[config.mk]
export PLATFORM = sky130hd
export DESIGN_NAME = usb_crc_serializer
export DESIGN_NICKNAME = d
export VERILOG_FILES = /design/src/rtl/usb_crc_serializer.sv
export SDC_FILE = /design/constraint.sdc
export NUM_CORES = 1
export LEC_CHECK = 0
export BUFFER_PORTS_ARGS = -buffer_cell sky130_fd_sc_hd__buf_4
export CAP_MARGIN = 20
export CORE_MARGIN = 2
export CORE_UTILIZATION = 55
export CTS_BUF_LIST = sky130_fd_sc_hd__clkbuf_8
export DETAILED_ROUTE_END_ITERATION = 10
export MAX_ROUTING_LAYER = met4
export PLACE_DENSITY = 0.79
export SLEW_MARGIN = 15
export SYNTH_ARGS = -nofsm -noshare
export SYNTH_HDL_FRONTEND = slang
export SYNTH_SLANG_ARGS = --single-unit
[constraint.sdc]
create_clock -name clk -period 10.15 [get_ports clk]
set_input_delay 2.03 -clock clk [delete_from_list [all_inputs] [get_ports clk]]
set_output_delay 2.03 -clock clk [all_outputs]
set_load 0.05 [all_outputs]
[src/rtl/usb_crc_serializer.sv]
// Serialises a USB token/data payload LSB-first and appends its complemented CRC5/CRC16.
// Optional feature: define USB_CRC_SERIALIZER_CRCQ_EN to add the crc_q result port.
module usb_crc_serializer #(
  parameter int MAX_BITS = 64,
  parameter int LEN_W    = $clog2(MAX_BITS + 1)
) (
  input  logic                clk,
  input  logic                rst_b,
  input  logic                start,
  input  logic                mode,
  input  logic [LEN_W-1:0]    len,
  input  logic [MAX_BITS-1:0] data,
  output logic                ready,
  output logic                bit_out,
  output logic                bit_valid,
  input  logic                out_ready,
  output logic                done
`ifdef USB_CRC_SERIALIZER_CRCQ_EN
  ,
  output logic [15:0]         crc_q
`endif
);

  localparam int IDX_W = $clog2(MAX_BITS);

  typedef enum logic [1:0] {S_IDLE, S_DATA, S_CRC, S_DONE} state_t;

  state_t              state_q, state_d;
  logic [MAX_BITS-1:0] data_reg;
  logic [LEN_W-1:0]    len_reg;
  logic                mode_reg;
  logic [IDX_W-1:0]    idx;
  logic [3:0]          k;
  logic [15:0]         crc_reg;

  logic             accept, consume, last_data, last_crc;
  logic [LEN_W-1:0] len_clamped;

  // One shift of the serial CRC; CRC5 lives in the low five bits.
  function automatic logic [15:0] crc_step(input logic [15:0] c, input logic m, input logic b);
    logic fb;
    if (m) begin
      fb = c[15] ^ b;
      return {c[14:0], 1'b0} ^ (fb ? 16'h8005 : 16'h0000);
    end else begin
      fb = c[4] ^ b;
      return {11'b0, {c[3:0], 1'b0} ^ (fb ? 5'b00101 : 5'b00000)};
    end
  endfunction

  assign ready       = (state_q == S_IDLE);
  assign bit_valid   = (state_q == S_DATA) || (state_q == S_CRC);
  assign done        = (state_q == S_DONE);
  assign accept      = ready && start;
  assign consume     = bit_valid && out_ready;
  assign len_clamped = (len > LEN_W'(MAX_BITS)) ? LEN_W'(MAX_BITS) : len;
  assign last_data   = (LEN_W'(idx) == len_reg - LEN_W'(1));
  assign last_crc    = (k == 4'd0);

  // NOTE: every combinational output gets a default first so no path infers a latch.
  always_comb begin
    bit_out = 1'b0;
    state_d = state_q;
    case (state_q)
      S_IDLE: if (start) state_d = (len_clamped == '0) ? S_CRC : S_DATA;
      S_DATA: begin
        bit_out = data_reg[idx];
        if (out_ready && last_data) state_d = S_CRC;
      end
      S_CRC: begin
        bit_out = ~crc_reg[k];
        if (out_ready && last_crc) state_d = S_DONE;
      end
      default: state_d = S_IDLE;
    endcase
  end

  // NOTE: sequential state uses non-blocking assignments so all registers update together.
  always_ff @(posedge clk or negedge rst_b) begin
    if (!rst_b) begin
      state_q  <= S_IDLE;
      len_reg  <= '0;
      mode_reg <= 1'b0;
      idx      <= '0;
      k        <= 4'd0;
      crc_reg  <= 16'hFFFF;
    end else begin
      state_q <= state_d;
      if (accept) begin
        len_reg  <= len_clamped;
        mode_reg <= mode;
        idx      <= '0;
        k        <= mode ? 4'd15 : 4'd4;
        crc_reg  <= mode ? 16'hFFFF : 16'h001F;
      end else if (consume && state_q == S_DATA) begin
        crc_reg <= crc_step(crc_reg, mode_reg, bit_out);
        idx     <= idx + IDX_W'(1);
      end else if (consume && state_q == S_CRC) begin
        k <= k - 4'd1;
      end
    end
  end

  // NOTE: the payload buffer is deliberately not reset; it is always written before it is read.
  always_ff @(posedge clk) begin
    if (accept) data_reg <= data;
  end

`ifdef USB_CRC_SERIALIZER_CRCQ_EN
  // Captured as the last CRC bit leaves, so it is already valid during DONE.
  always_ff @(posedge clk or negedge rst_b) begin
    if (!rst_b) begin
      crc_q <= 16'h0000;
    end else if (consume && state_q == S_CRC && last_crc) begin
      crc_q <= mode_reg ? ~crc_reg : {11'b0, ~crc_reg[4:0]};
    end
  end
`endif

endmodule

# Word-level counts from Yosys, hierarchy flattened
# Index checks and enable logic that the tools add are counted.
# Widths: inputs -> output; s select.
word_totals:
  ff_bits: 100
  out_inout_bits: 4
op_classes:
  n_lt_le_gt_ge: 3
  add_sub_neg: 3
  bitwise_logic: 5
  reduce_logical: 14
  n_mux: 23
  eq_ne: 8
op_table:
  columns: ["op", "count"]
  rows:
  - ["$mux 16", 5]
  - ["$mux 4", 4]
  - ["$xor 16x16->16", 1]
  - ["$mux 6", 2]
  - ["$mux 2", 4]
  - ["$eq 6x7->1", 1]
  - ["$gt 7x7->1 const B", 1]
  - ["$logic_not 7->1", 1]
  - ["$lt 6x7->1 const B", 1]
  - ["$mux 7", 1]
  - ["$sub 7x1->7 const B", 1]
  - ["$add 6x1->6 const B", 1]
  - ["$bmux 1 s6", 1]
  - ["$logic_and 1x1->1", 6]
  - ["$pmux 2 s3", 1]
  - ["$lt 4x5->1 const B", 1]
  - ["$xor 5x3->5", 1]
  - ["$bmux 1 s4", 1]
  - ["$eq 2x2->1 const B", 2]
  - ["$logic_not 4->1", 1]
  - ["$ne 2x1->1 const B", 2]
  - ["$ne 2x2->1 const B", 2]
  - ["$reduce_bool 2->1", 2]
  - ["$sub 4x1->4 const B", 1]
  - ["other kinds (10)", 12]

# Logic depth before layout (Yosys ltp)
# Gate-level depths: netlist of the first run.
depth:
  ltp_word: 10
  depth_mapped: 10
  mapped_depth_nobuf: 9

# Worst setup path after synthesis of the first run
# No wires, ideal clock.
synth_path:
  kind: "input port to flip-flop"
  from: "input start"
  to: "register data_reg[0], enable pin"
  t_arrival_ps: 4317
  path_slack_ps: 5380
  stages: 3
  setup_time_ps: 453
  required_time_ps: 9697
  path_cell_list: "nand2_1 clkinv_1 clkbuf_1"
synth_via:
  elab_chain_cells: 1
synth_lines:
  columns: ["element", "line_no", "source"]
  rows:
  - ["start: declaration", "9", "input logic start,"]
  - ["$logic_and 1x1->1", "54", "assign accept = ready && start;"]
  - ["net accept", "36", "logic accept, consume, last_data, last_crc;"]
  - ["end signal: assignment", "106", "if (accept) data_reg <= data;"]
  - ["end: declaration", "29", "logic [MAX_BITS-1:0] data_reg;"]
# The timed path passes the listed nets, and every way through them passes these cells.
# A chain may end at the register's enable or synchronous reset.

# Final worst setup path of the first run
layout_path:
  from: "register idx[0]"
  to: "output bit_out"
layout_via:
  elab_chain_cells: 3
layout_lines:
  columns: ["element", "line_no", "source"]
  rows:
  - ["start: declaration", "32", "logic [IDX_W-1:0] idx;"]
  - ["start signal: assignment", "97", "idx <= idx + IDX_W'(1);"]
  - ["$bmux 1 s6", "67", "bit_out = data_reg[idx];"]
  - ["$mux 1 (implied by the code)", "67", null]
  - ["$pmux 1 s2", "64", "case (state_q)"]
  - ["end: declaration", "14", "output logic bit_out,"]
# Every way passes these cells. The select of a mux whose other input is x is not followed.

==> results of run 1 <==
==> path summary, 6_finish.rpt <==
path / depth (start not counted) / endpoint / from
worst min-delay path: 2 / crc_reg[9]$_DFFE_PN1P_ / crc_reg[9]$_DFFE_PN1P_
max in group asynchronous: 1 / crc_reg[8]$_DFFE_PN1P_ / rst_b
worst max-delay path: 7 / bit_out / idx[0]$_DFFE_PN0P_
worst min register to register: 2 / crc_reg[9]$_DFFE_PN1P_ / crc_reg[9]$_DFFE_PN1P_
worst max register to register: 5 / data_reg[14]$_DFFE_PP_ / state_q[0]$_DFFE_PN0P_
min in group asynchronous: 1 / len_reg[2]$_DFFE_PN0P_ / rst_b
==> worst reg2reg max path: stages (launching register included) <==
cell and delay [ns]:
dfrtp_1 0.41, inv_1 0.13, ha_1 0.25, nand2_1 0.57, inv_2 0.76, buf_4 0.61
==> routing by layer <==
metal | up-vias | track usage | wire, um
met5 | - | - | 0
met4 | 0 | 0.0797 | 159
met3 | 16 | 0.0447 | 475
li1 | 1381 | - | -
met2 | 98 | 0.362 | 4690
met1 | 1445 | 0.287 | 3730
==> area by class of cell <==
cell class | count | area [um^2]
multi-input cells | 199 | 1580
clock inverters | 7 | 82.6
clock buffers | 9 | 124
flip-flops and latches | 100 | 2840
inverters | 9 | 33.8
well taps | 105 | 131
repair buffers | 81 | 608
fillers | 625 | 2690
==> power by group through the flow <==
stage          Clock [mW]  Combinational (mW)  Sequential (mW)
2_1_floorplan           0               0.413            0.641
3_3_place_gp            0               0.478            0.678
3_5_place_dp            0               0.496            0.684
4_1_cts             0.263               0.499            0.678
5_1_grt             0.280               0.544            0.692
6_report            0.257               0.495            0.677
==> cells in the final DEF (no fill, tap or decap), types with 2 or more instances in the layout <==
cell and instances:
nand2_1 42, xor2_1 6, and3_1 2, mux2i_1 9
clkinvlp_4 2, clkbuf_8 9, a21oi_1 10, dfstp_2 16
ha_1 8, nor3_1 2, mux4_2 14, a211oi_1 3
nand4_1 2, inv_1 8, xnor2_1 11, nor2_1 11
edfxtp_1 64, mux4_1 3, buf_4 81, o21ai_0 5
a31oi_1 10, o211ai_1 4, nand3b_1 7, a211o_1 2
inv_6 2, o221ai_1 4, nand3_1 20, dfrtp_1 20
mux2_2 2, or3_1 2
==> synth_stat cells (all sizes together), types with 5 or more instances <==
master / number
a21oi: 10
xnor2: 11
dfstp: 16
clkbuf: 12
nand3: 20
inv: 8
dfrtp: 20
nand3b: 7
nand2: 42
edfxtp: 64
ha: 8
nor2: 11
buf: 5
mux2i: 9
o21ai: 6
xor2: 6
mux4: 17
a31oi: 10
==> kinds of logic (layout without fill, tap and decap cells) <==
| kind of cell | count (synthesis) | after routing |
|---|---|---|
| AO/OA/AOI/OAI | 46 | 46 |
| flip-flops | 100 | 100 |
| multiplexers | 28 | 28 |
| XOR/XNOR | 18 | 18 |
| AND/OR/NAND/NOR | 99 | 99 |
| buffers and inverters | 26 | 106 |
| adder cells (fa/ha/maj) | 8 | 8 |
==> metrics by stage <==
step | hold slack, ns | utilization
floorplan | 0.466 | -
global placement | 0.479 | 0.642
detailed placement | 0.493 | 0.642
CTS | 0.509 | 0.667
global route | 0.530 | 0.667
finish | 0.507 | 0.667
==> impl_metrics.env, run 1 <==
export IMPL_status="finished clean"
export IMPL_yosys_warnings=0
export IMPL_cp_end_kind="output port"
export IMPL_synth_seq_area_share=0.626
export IMPL_syn_area_per_cell_um2=14.0
export IMPL_cts_buffer_depth=2
export IMPL_grt_util_all_layers=0.225
export IMPL_final_nets=484
export IMPL_p_leak_nw=2.09
export IMPL_synth_area_leaders="edfxtp_1 42%, dfrtp_1 11%, dfstp_2 9.3%"
export IMPL_path_cells="buf_4, mux4_2, a22o_1, a211oi_1, a211oi_1, a211o_1, buf_4"
export IMPL_cts_setup_buffers=0
export IMPL_critPathBufInv=2
export IMPL_start_util=0.561
export IMPL_instances_no_fill=510
export IMPL_synth_area_mux_share=0.112
export IMPL_first_pass_iters=4
export IMPL_synth_top_family_by_area="multiplexers"
export IMPL_hpwl_um=6430
export IMPL_cp_max_fo=17
export IMPL_largest_reg_flops=64
export IMPL_path_clk_slew_ns=0.09
export IMPL_setup_ws_ns=5.23
export IMPL_synth_net_count=409
export IMPL_preCtsSetupSlack_ns=5.63
export IMPL_skew_ns=0.00849
export IMPL_async_flop_share=0.360
export IMPL_crit_slowest_cell="mux4_2"
export IMPL_synthSimpleGateAreaFrac=0.108
export IMPL_arrival_ns=2.89
export IMPL_grt_pass1_vias=3033
export IMPL_wirelength_um=9060
export IMPL_post_route_period_util=0.485
export IMPL_cts_tree="built"
export IMPL_overflow=0
export IMPL_htreeDepth=3
export IMPL_vias=2940
export IMPL_area_delta_synth_final_pct=19.0
export IMPL_reg2reg_slack_ns=7.06
export IMPL_die_x_um=94.8
export IMPL_setup_viol=0
export IMPL_tightestPinTransition_ns=0.915
export IMPL_ys_types=50
export IMPL_hp_class="reg2reg"
export IMPL_core_mm2=0.00809
export IMPL_slew_violations=0
export IMPL_die_area_mm2=0.00899
export IMPL_worstSetupPathType="reg2out"
export IMPL_antenna_left=0
export IMPL_post_drt_wl_per_cell_um=17.8
export IMPL_ctsResizeCount=0
export IMPL_cpLargestDelayFamily="compound AO/OA/AOI/OAI gates"
export IMPL_dp_cells=494
export IMPL_numCtsBuffers=9
export IMPL_num_rows=33
export IMPL_required_ns=8.12
export IMPL_pin_count=80
export IMPL_drc=0
export IMPL_maxSlewHeadroom=0.389
export IMPL_cts_sinks=100
export IMPL_diodes=0
export IMPL_p_seq_frac=0.474
export IMPL_design_area_mm2=0.00540
export IMPL_rsz0062_at_grt="no"
export IMPL_p_switching_mw=0.496
export IMPL_vias_per_cell=5.76
export IMPL_pwr_share_comb=0.347
export IMPL_root_buffer="clkbuf_8"
export IMPL_start_kind="register"
export IMPL_total_power_mw=1.43
export IMPL_power_share_clock=0.180
export IMPL_clock_latency_ns=0.36
export IMPL_synth_compound_area_frac=0.0687
export IMPL_min_period_ns=4.92
export IMPL_ir_worst_vdd_mv=0.103
export IMPL_hold_viol_final=0
export IMPL_fmax_mhz=203
export IMPL_syn_instance_count=325
export IMPL_synth_top_area_frac=0.423
export IMPL_ys_flop_type="edfxtp_1"
export IMPL_port_buffers=79
export IMPL_grt_pass1_wl_um=14700
export IMPL_drive_gt1_frac=0.328
export IMPL_fp_dieH_um=94.8
export IMPL_p_per_area_mw_per_mm2=265
export IMPL_dpl_cell_area_mm2=0.00519
export IMPL_syn_cell_area_mm2=0.00454
export IMPL_slowest_delay_ns=0.56
export IMPL_ctsHoldBuffers=0
export IMPL_grt_start_max_net_pins=51
export IMPL_swShare=0.347
export IMPL_synth_largest_area_cell="edfxtp_1"
export IMPL_synth_edf_count=64
export IMPL_p_int_mw=0.933
export IMPL_gp_congestion=0.840
export IMPL_synth_seq_cells=100
export IMPL_drtIter0Drc=147
export IMPL_antenna_found_initial=0
export IMPL_synth_xor_xnor_area_share=0.0380
export IMPL_max_cap_violations=0
export IMPL_fin_setup_tns_ns=0
export IMPL_synthAdderAreaFrac=0.0221
No activity file was read; power rests on OpenSTA's default activity.
==> run 2, diff against run 1 <==
==> constraint.sdc (replaced) <==
create_clock -name clk -period 4.6 [get_ports clk]
set_input_delay 0.92 -clock clk [delete_from_list [all_inputs] [get_ports clk]]
set_output_delay 0.92 -clock clk [all_outputs]
set_load 0.05 [all_outputs]
==> impl_metrics.env, run 2 (synthesis gave the netlist of run 1 again) <==
export IMPL_max_cap_violations=0
export IMPL_cts_sinks=100
export IMPL_area_delta_synth_final_pct=19.0
export IMPL_grt_pass1_wl_um=15100
export IMPL_p_leak_nw=2.10
export IMPL_post_drt_wl_per_cell_um=17.9
export IMPL_drive_gt1_frac=0.328
export IMPL_swShare=0.356
export IMPL_worstSetupPathType="reg2out"
export IMPL_pwr_share_comb=0.349
export IMPL_start_kind="register"
export IMPL_design_area_mm2=0.00540
export IMPL_core_mm2=0.00809
export IMPL_highest_layer="met4"
export IMPL_die_x_um=94.8
export IMPL_hp_class="in2async"
export IMPL_largest_reg_flops=64
export IMPL_setup_ws_ns=0.881
export IMPL_crit_slowest_cell="dfrtp_1"
export IMPL_dpl_cell_area_mm2=0.00521
export IMPL_grt_start_max_net_pins=60
export IMPL_p_int_mw=2.02
export IMPL_preCtsSetupSlack_ns=1.29
export IMPL_clock_latency_ns=0.36
export IMPL_vias=3005
export IMPL_final_nets=484
export IMPL_fmax_mhz=269
export IMPL_drc=0
export IMPL_pin_count=80
export IMPL_p_seq_frac=0.478
export IMPL_cp_max_fo=18
export IMPL_ctsHoldBuffers=0
export IMPL_hpwl_um=6470
export IMPL_fp_dieH_um=94.8
export IMPL_gp_congestion=0.824
export IMPL_vias_per_cell=5.89
export IMPL_met3_length_um=532
export IMPL_path_clk_slew_ns=0.10
export IMPL_skew_ns=0.0100
export IMPL_grt_util_all_layers=0.232
export IMPL_post_route_period_util=0.809
export IMPL_start_util=0.561
export IMPL_tightestPinTransition_ns=0.929
export IMPL_timing_rr_start="idx[0]$_DFFE_PN0P_"
export IMPL_numCtsBuffers=9
export IMPL_power_share_clock=0.173
export IMPL_maxSlewHeadroom=0.378
export IMPL_layout_commonest_cell="buf_4"
export IMPL_min_period_ns=3.72
export IMPL_ctsResizeCount=0
export IMPL_die_area_mm2=0.00899
export IMPL_antenna_found_initial=0
export IMPL_slowest_delay_ns=0.81
export IMPL_overflow=0
export IMPL_slew_violations=0
export IMPL_fin_setup_tns_ns=0
export IMPL_cts_buffer_depth=2
export IMPL_num_rows=33
export IMPL_root_buffer="clkbuf_8"
export IMPL_critPathBufInv=1
export IMPL_drtIter0Drc=170
export IMPL_p_switching_mw=1.12
export IMPL_required_ns=3.68
export IMPL_port_buffers=79
export IMPL_met2_length_um=4680
export IMPL_status="finished clean"
export IMPL_cpLargestDelayFamily="flip-flops"
export IMPL_antenna_left=0
export IMPL_ir_worst_vdd_mv=0.237
export IMPL_wirelength_um=9130
export IMPL_wl_met1_um=3820
export IMPL_cts_setup_buffers=0
export IMPL_first_pass_iters=5
export IMPL_p_per_area_mw_per_mm2=580
export IMPL_setup_viol=0
export IMPL_grt_pass1_vias=3064
export IMPL_htreeDepth=3
export IMPL_diodes=0
export IMPL_cp_end_kind="output port"
export IMPL_startpoint="idx[1]$_DFFE_PN0P_"
export IMPL_arrival_ns=2.80
export IMPL_rsz0062_at_grt="no"
export IMPL_cts_tree="built"
export IMPL_path_cells="mux4_2, mux2_2, a221o_1, a211o_1, buf_4"
export IMPL_hold_viol_final=0
export IMPL_layout_common_cells="80 x buf_4, 64 x edfxtp_1, 42 x nand2_1"
-- run 2: cell count changes in the layout (fill, tap and decap cells not counted) --
| cell | previous run | this run |
|---|---|---|
| clkinv_2 | 0 | 1 |
| clkinv_8 | 0 | 1 |
| buf_4 | 81 | 80 |
| clkinvlp_4 | 2 | 0 |
| bufinv_16 | 1 | 0 |
| inv_8 | 1 | 2 |
| buf_12 | 0 | 1 |
-- run 2: layer usage --
| layer | vias to the layer above | GRT usage |
|---|---|---|
| met2 | 123 | 0.363 |
| met4 | 0 | 0.0664 |
| met3 | 10 | 0.0479 |
| met1 | 1488 | 0.311 |
| li1 | 1384 | - |
| met5 | - | - |
-- run 2: stage by stage --
| step | utilization | hold slack, ns | power [mW] | std cells |
|---|---|---|---|---|
| after floorplan | - | 0.466 | 2.33 | 325 |
| after global placement | 0.643 | 0.483 | 2.55 | 494 |
| after detailed placement | 0.643 | 0.495 | 2.61 | 494 |
| after CTS | 0.667 | 0.504 | 3.16 | 510 |
| after global routing | 0.667 | 0.517 | 3.34 | 510 |
| final | 0.667 | 0.499 | 3.13 | 510 |
-- run 2: final timing paths --
kind / to / slack, ns / cells past startpoint
max: bit_out / 0.88 / 5
min: len_reg[2]$_DFFE_PN0P_ / 0.50 / 1
max reg2reg: state_q[0]$_DFFE_PN0P_ / 1.72 / 8
min reg2reg: crc_reg[7]$_DFFE_PN1P_ / 0.51 / 2
max in group asynchronous: crc_reg[4]$_DFFE_PN1P_ / 3.74 / 1
min in group clk: crc_reg[7]$_DFFE_PN1P_ / 0.51 / 2
-- run 2: worst register-to-register path, stage by stage (launching register included) --
cell and delay [ns]:
dfrtp_1 0.56, buf_4 0.38, xor2_1 0.20, o211ai_1 0.11
a2111o_1 0.40, a211o_1 0.28, a222oi_1 0.58, nand4bb_1 0.16
o211ai_1 0.12
-- run 2: power groups by stage --
stage                     Clock (mW)  Combinational [mW]  Sequential, mW
after floorplan                    0               0.912            1.41
after global placement             0                1.05            1.50
after detailed placement           0                1.10            1.51
after CTS                      0.558                1.10            1.50
after global routing           0.595                1.21            1.54
final                          0.541                1.09            1.50
-- run 2: cell type report --
type                    count  area, um^2
clock inverters             7        70.1
flip-flops and latches    100        2840
repair buffers             81         621
clock buffers               9         124
inverters                   9        33.8
fillers                   600        2690
multi-input cells         199        1580
well taps                 105         131
==> run 3, diff against run 2 <==
--- a/config.mk
+++ b/config.mk
@@ -5,10 +5,11 @@
 export SDC_FILE = /design/constraint.sdc
 export NUM_CORES = 1
 export LEC_CHECK = 0
+export ABC_AREA = 1
 export BUFFER_PORTS_ARGS = -buffer_cell sky130_fd_sc_hd__buf_4
 export CAP_MARGIN = 20
 export CORE_MARGIN = 2
-export CORE_UTILIZATION = 55
+export CORE_UTILIZATION = 53
 export CTS_BUF_LIST = sky130_fd_sc_hd__clkbuf_8
 export DETAILED_ROUTE_END_ITERATION = 10
 export MAX_ROUTING_LAYER = met4
==> constraint.sdc (replaced) <==
create_clock -name clk -period 3.4 [get_ports clk]
set_input_delay 0.68 -clock clk [delete_from_list [all_inputs] [get_ports clk]]
set_output_delay 0.68 -clock clk [all_outputs]
set_load 0.05 [all_outputs]
==> impl_metrics.env, run 3 <==
export IMPL_reg2reg_slack_ns=1.14
export IMPL_synth_largest_area_cell="edfxtp_1"
export IMPL_vias_per_cell=5.32
export IMPL_p_per_area_mw_per_mm2=762
export IMPL_start_kind="register"
export IMPL_syn_area_per_cell_um2=9.40
export IMPL_cts_sinks=100
export IMPL_highest_layer="met4"
export IMPL_cp_common_cell="nand2_1"
export IMPL_wirelength_um=9990
export IMPL_ys_types=31
export IMPL_diodes=0
export IMPL_post_drt_wl_per_cell_um=14.3
export IMPL_gp_congestion=0.894
export IMPL_grt_pass1_wl_um=16900
export IMPL_grt_util_all_layers=0.223
export IMPL_nFillCells=674
export IMPL_status="finished clean"
export IMPL_die_area_mm2=0.00978
export IMPL_grt_pass1_vias=3597
export IMPL_core_mm2=0.00872
export IMPL_synth_area_leaders="edfxtp_1 40%, nand2_1 11%, dfrtp_1 10%"
export IMPL_total_power_mw=4.30
export IMPL_crit_slowest_cell="dfrtp_1"
export IMPL_slowest_delay_ns=0.56
export IMPL_port_buffers=79
export IMPL_yosys_top_cells_count="143 x nand2_1, 64 x edfxtp_1, 63 x inv_1, 58 x nand3_1, 38 x o21ai_0"
export IMPL_hpwl_um=7260
export IMPL_hold_viol_final=0
export IMPL_path_cells="inv_2, nand2_1, nand2_1, nand2_1, a21oi_1, nor2_1, nand2_1, nand3_1, nand2_1, nand2_2, nand2_4, buf_4"
export IMPL_pin_count=80
export IMPL_post_route_period_util=0.915
export IMPL_numCtsBuffers=9
export IMPL_max_cap_violations=0
export IMPL_antenna_found_initial=0
export IMPL_final_nets=669
export IMPL_maxSlewHeadroom=0.562
export IMPL_syn_cell_area_mm2=0.00477
export IMPL_tightestPinTransition_ns=0.655
export IMPL_antenna_left=0
export IMPL_min_period_ns=3.11
export IMPL_path_clk_slew_ns=0.11
export IMPL_fin_util=0.647
export IMPL_synth_seq_area_share=0.596
export IMPL_num_rows=34
export IMPL_fmax_mhz=322
export IMPL_grt_start_max_net_pins=43
export IMPL_first_pass_iters=5
export IMPL_p_leak_nw=2.52
export IMPL_drtIter0Drc=207
export IMPL_root_buffer="clkbuf_8"
export IMPL_slew_violations=0
export IMPL_cts_setup_buffers=0
export IMPL_ys_flop_type="edfxtp_1"
export IMPL_met2_length_um=4790
export IMPL_reg2regPathDepth=8
export IMPL_htreeDepth=3
export IMPL_cp_max_fo=31
export IMPL_fp_dieH_um=98.9
export IMPL_synth_most_common_cell="nand2_1"
export IMPL_synth_net_count=592
export IMPL_timing_hold_ws_ns=0.256
export IMPL_multiInputGateArea_mm2=0.00159
export IMPL_dpl_cell_area_mm2=0.00543
export IMPL_setup_viol=0
export IMPL_skew_ns=0.0128
export IMPL_rr_endpoint="crc_reg[1]$_DFFE_PN1P_"
export IMPL_drive_gt1_frac=0.210
export IMPL_ir_worst_vdd_mv=0.312
export IMPL_yosys_warnings=0
export IMPL_synth_edf_count=64
export IMPL_cts_tree="built"
export IMPL_drc=0
export IMPL_timing_rr_start="state_q[1]$_DFFE_PN0P_"
export IMPL_synth_seq_cells=100
export IMPL_async_flop_share=0.360
export IMPL_arrival_ns=2.43
export IMPL_start_util=0.547
export IMPL_fin_setup_tns_ns=0
export IMPL_layout_common_cells="143 x nand2_1, 83 x buf_4, 64 x edfxtp_1"
export IMPL_cp_depth=12
export IMPL_cpLargestDelayFamily="simple AND/OR/NAND/NOR gates"
export IMPL_area_delta_synth_final_pct=18.2
export IMPL_rsz0062_at_grt="no"
export IMPL_cts_buffer_depth=2
export IMPL_required_ns=2.72
export IMPL_largest_reg_flops=64
export IMPL_layout_commonest_cell="nand2_1"
export IMPL_design_area_mm2=0.00564
export IMPL_clock_latency_ns=0.38
export IMPL_met3_length_um=587
export IMPL_die_x_um=98.9
export IMPL_ff_latch_area_mm2=0.00284
export IMPL_worstSetupPathType="reg2out"
export IMPL_syn_instance_count=508
export IMPL_critPathBufInv=2
export IMPL_vias=3712
export IMPL_overflow=0
export IMPL_ctsResizeCount=0
export IMPL_ctsHoldBuffers=0
export IMPL_hp_class="in2async"
export IMPL_synth_top_area_frac=0.403
export IMPL_wl_met1_um=4470
export IMPL_cp_end_kind="output port"
run 3: cell types whose count changed after synthesis, sizes merged, moves of 5 or more:
cell / before / now
nand2: 42 / 146
inv: 8 / 65
nand3: 20 / 58
o21ai: 6 / 40
mux4: 17 / 0
nor2: 11 / 25
xnor2: 11 / 1
a31oi: 10 / 1
mux2i: 9 / 0
buf: 5 / 12
clkbuf: 12 / 5
nand3b: 7 / 2
run 3: worst max path at each step:
stage                      startpoint          endpoint
4_1_cts            idx[0]$_DFFE_PN0P_           bit_out
2_1_floorplan  state_q[1]$_DFFE_PN0P_  k[1]$_DFFE_PN0P_
5_1_grt            idx[0]$_DFFE_PN0P_           bit_out
6_report           idx[0]$_DFFE_PN0P_           bit_out
3_5_place_dp       idx[0]$_DFFE_PN0P_           bit_out
3_3_place_gp       idx[0]$_DFFE_PN0P_           bit_out
run 3: through the flow:
stage / setup slack [ns] / instances
4_1_cts: 0.291 / 698
5_1_grt: 0.0804 / 698
2_1_floorplan: 0.517 / 508
3_5_place_dp: 0.743 / 682
3_3_place_gp: 0.803 / 682
6_report: 0.290 / 698
run 3: worst register-to-register path, stage by stage, from the launching register on:
cell     delay, ns
dfrtp_1       0.42
inv_1         0.10
ha_1          0.35
nand2_1       0.08
nor2_1        0.22
inv_1         0.09
nand2_1       0.49
inv_1         0.22
a22oi_1       0.20
run 3: area by class of cell:
class,count,area share
clock buffers,9,0.0220
well taps,108,0.0240
clock inverters,7,0.0149
multi-input cells,326,0.282
inverters,65,0.0432
repair buffers,83,0.110
flip-flops and latches,100,0.504
run 3: logic make-up after synthesis:
| logic type | after synthesis | share of synthesized area |
|---|---|---|
| and+or+nand+nor | 240 | 0.212 |
| DFF | 100 | 0.596 |
| buffers and inverters | 82 | 0.0716 |
| AOI/OAI and AO/OA | 69 | 0.0836 |
| xor gates and xnor gates | 9 | 0.0165 |
| adders and majority gates | 8 | 0.0210 |
run 3: metal layers:
layer	GRT usage	vias up
li1	-	1836
met1	0.291	1728
met2	0.360	132
met3	0.0397	16
met4	0.0643	0
met5	-	-
run 3: where the power goes:
part	internal (mW)	switching, mW
Clock	0.298	0.468
Combinational	0.553	1.10
Sequential	1.69	0.189
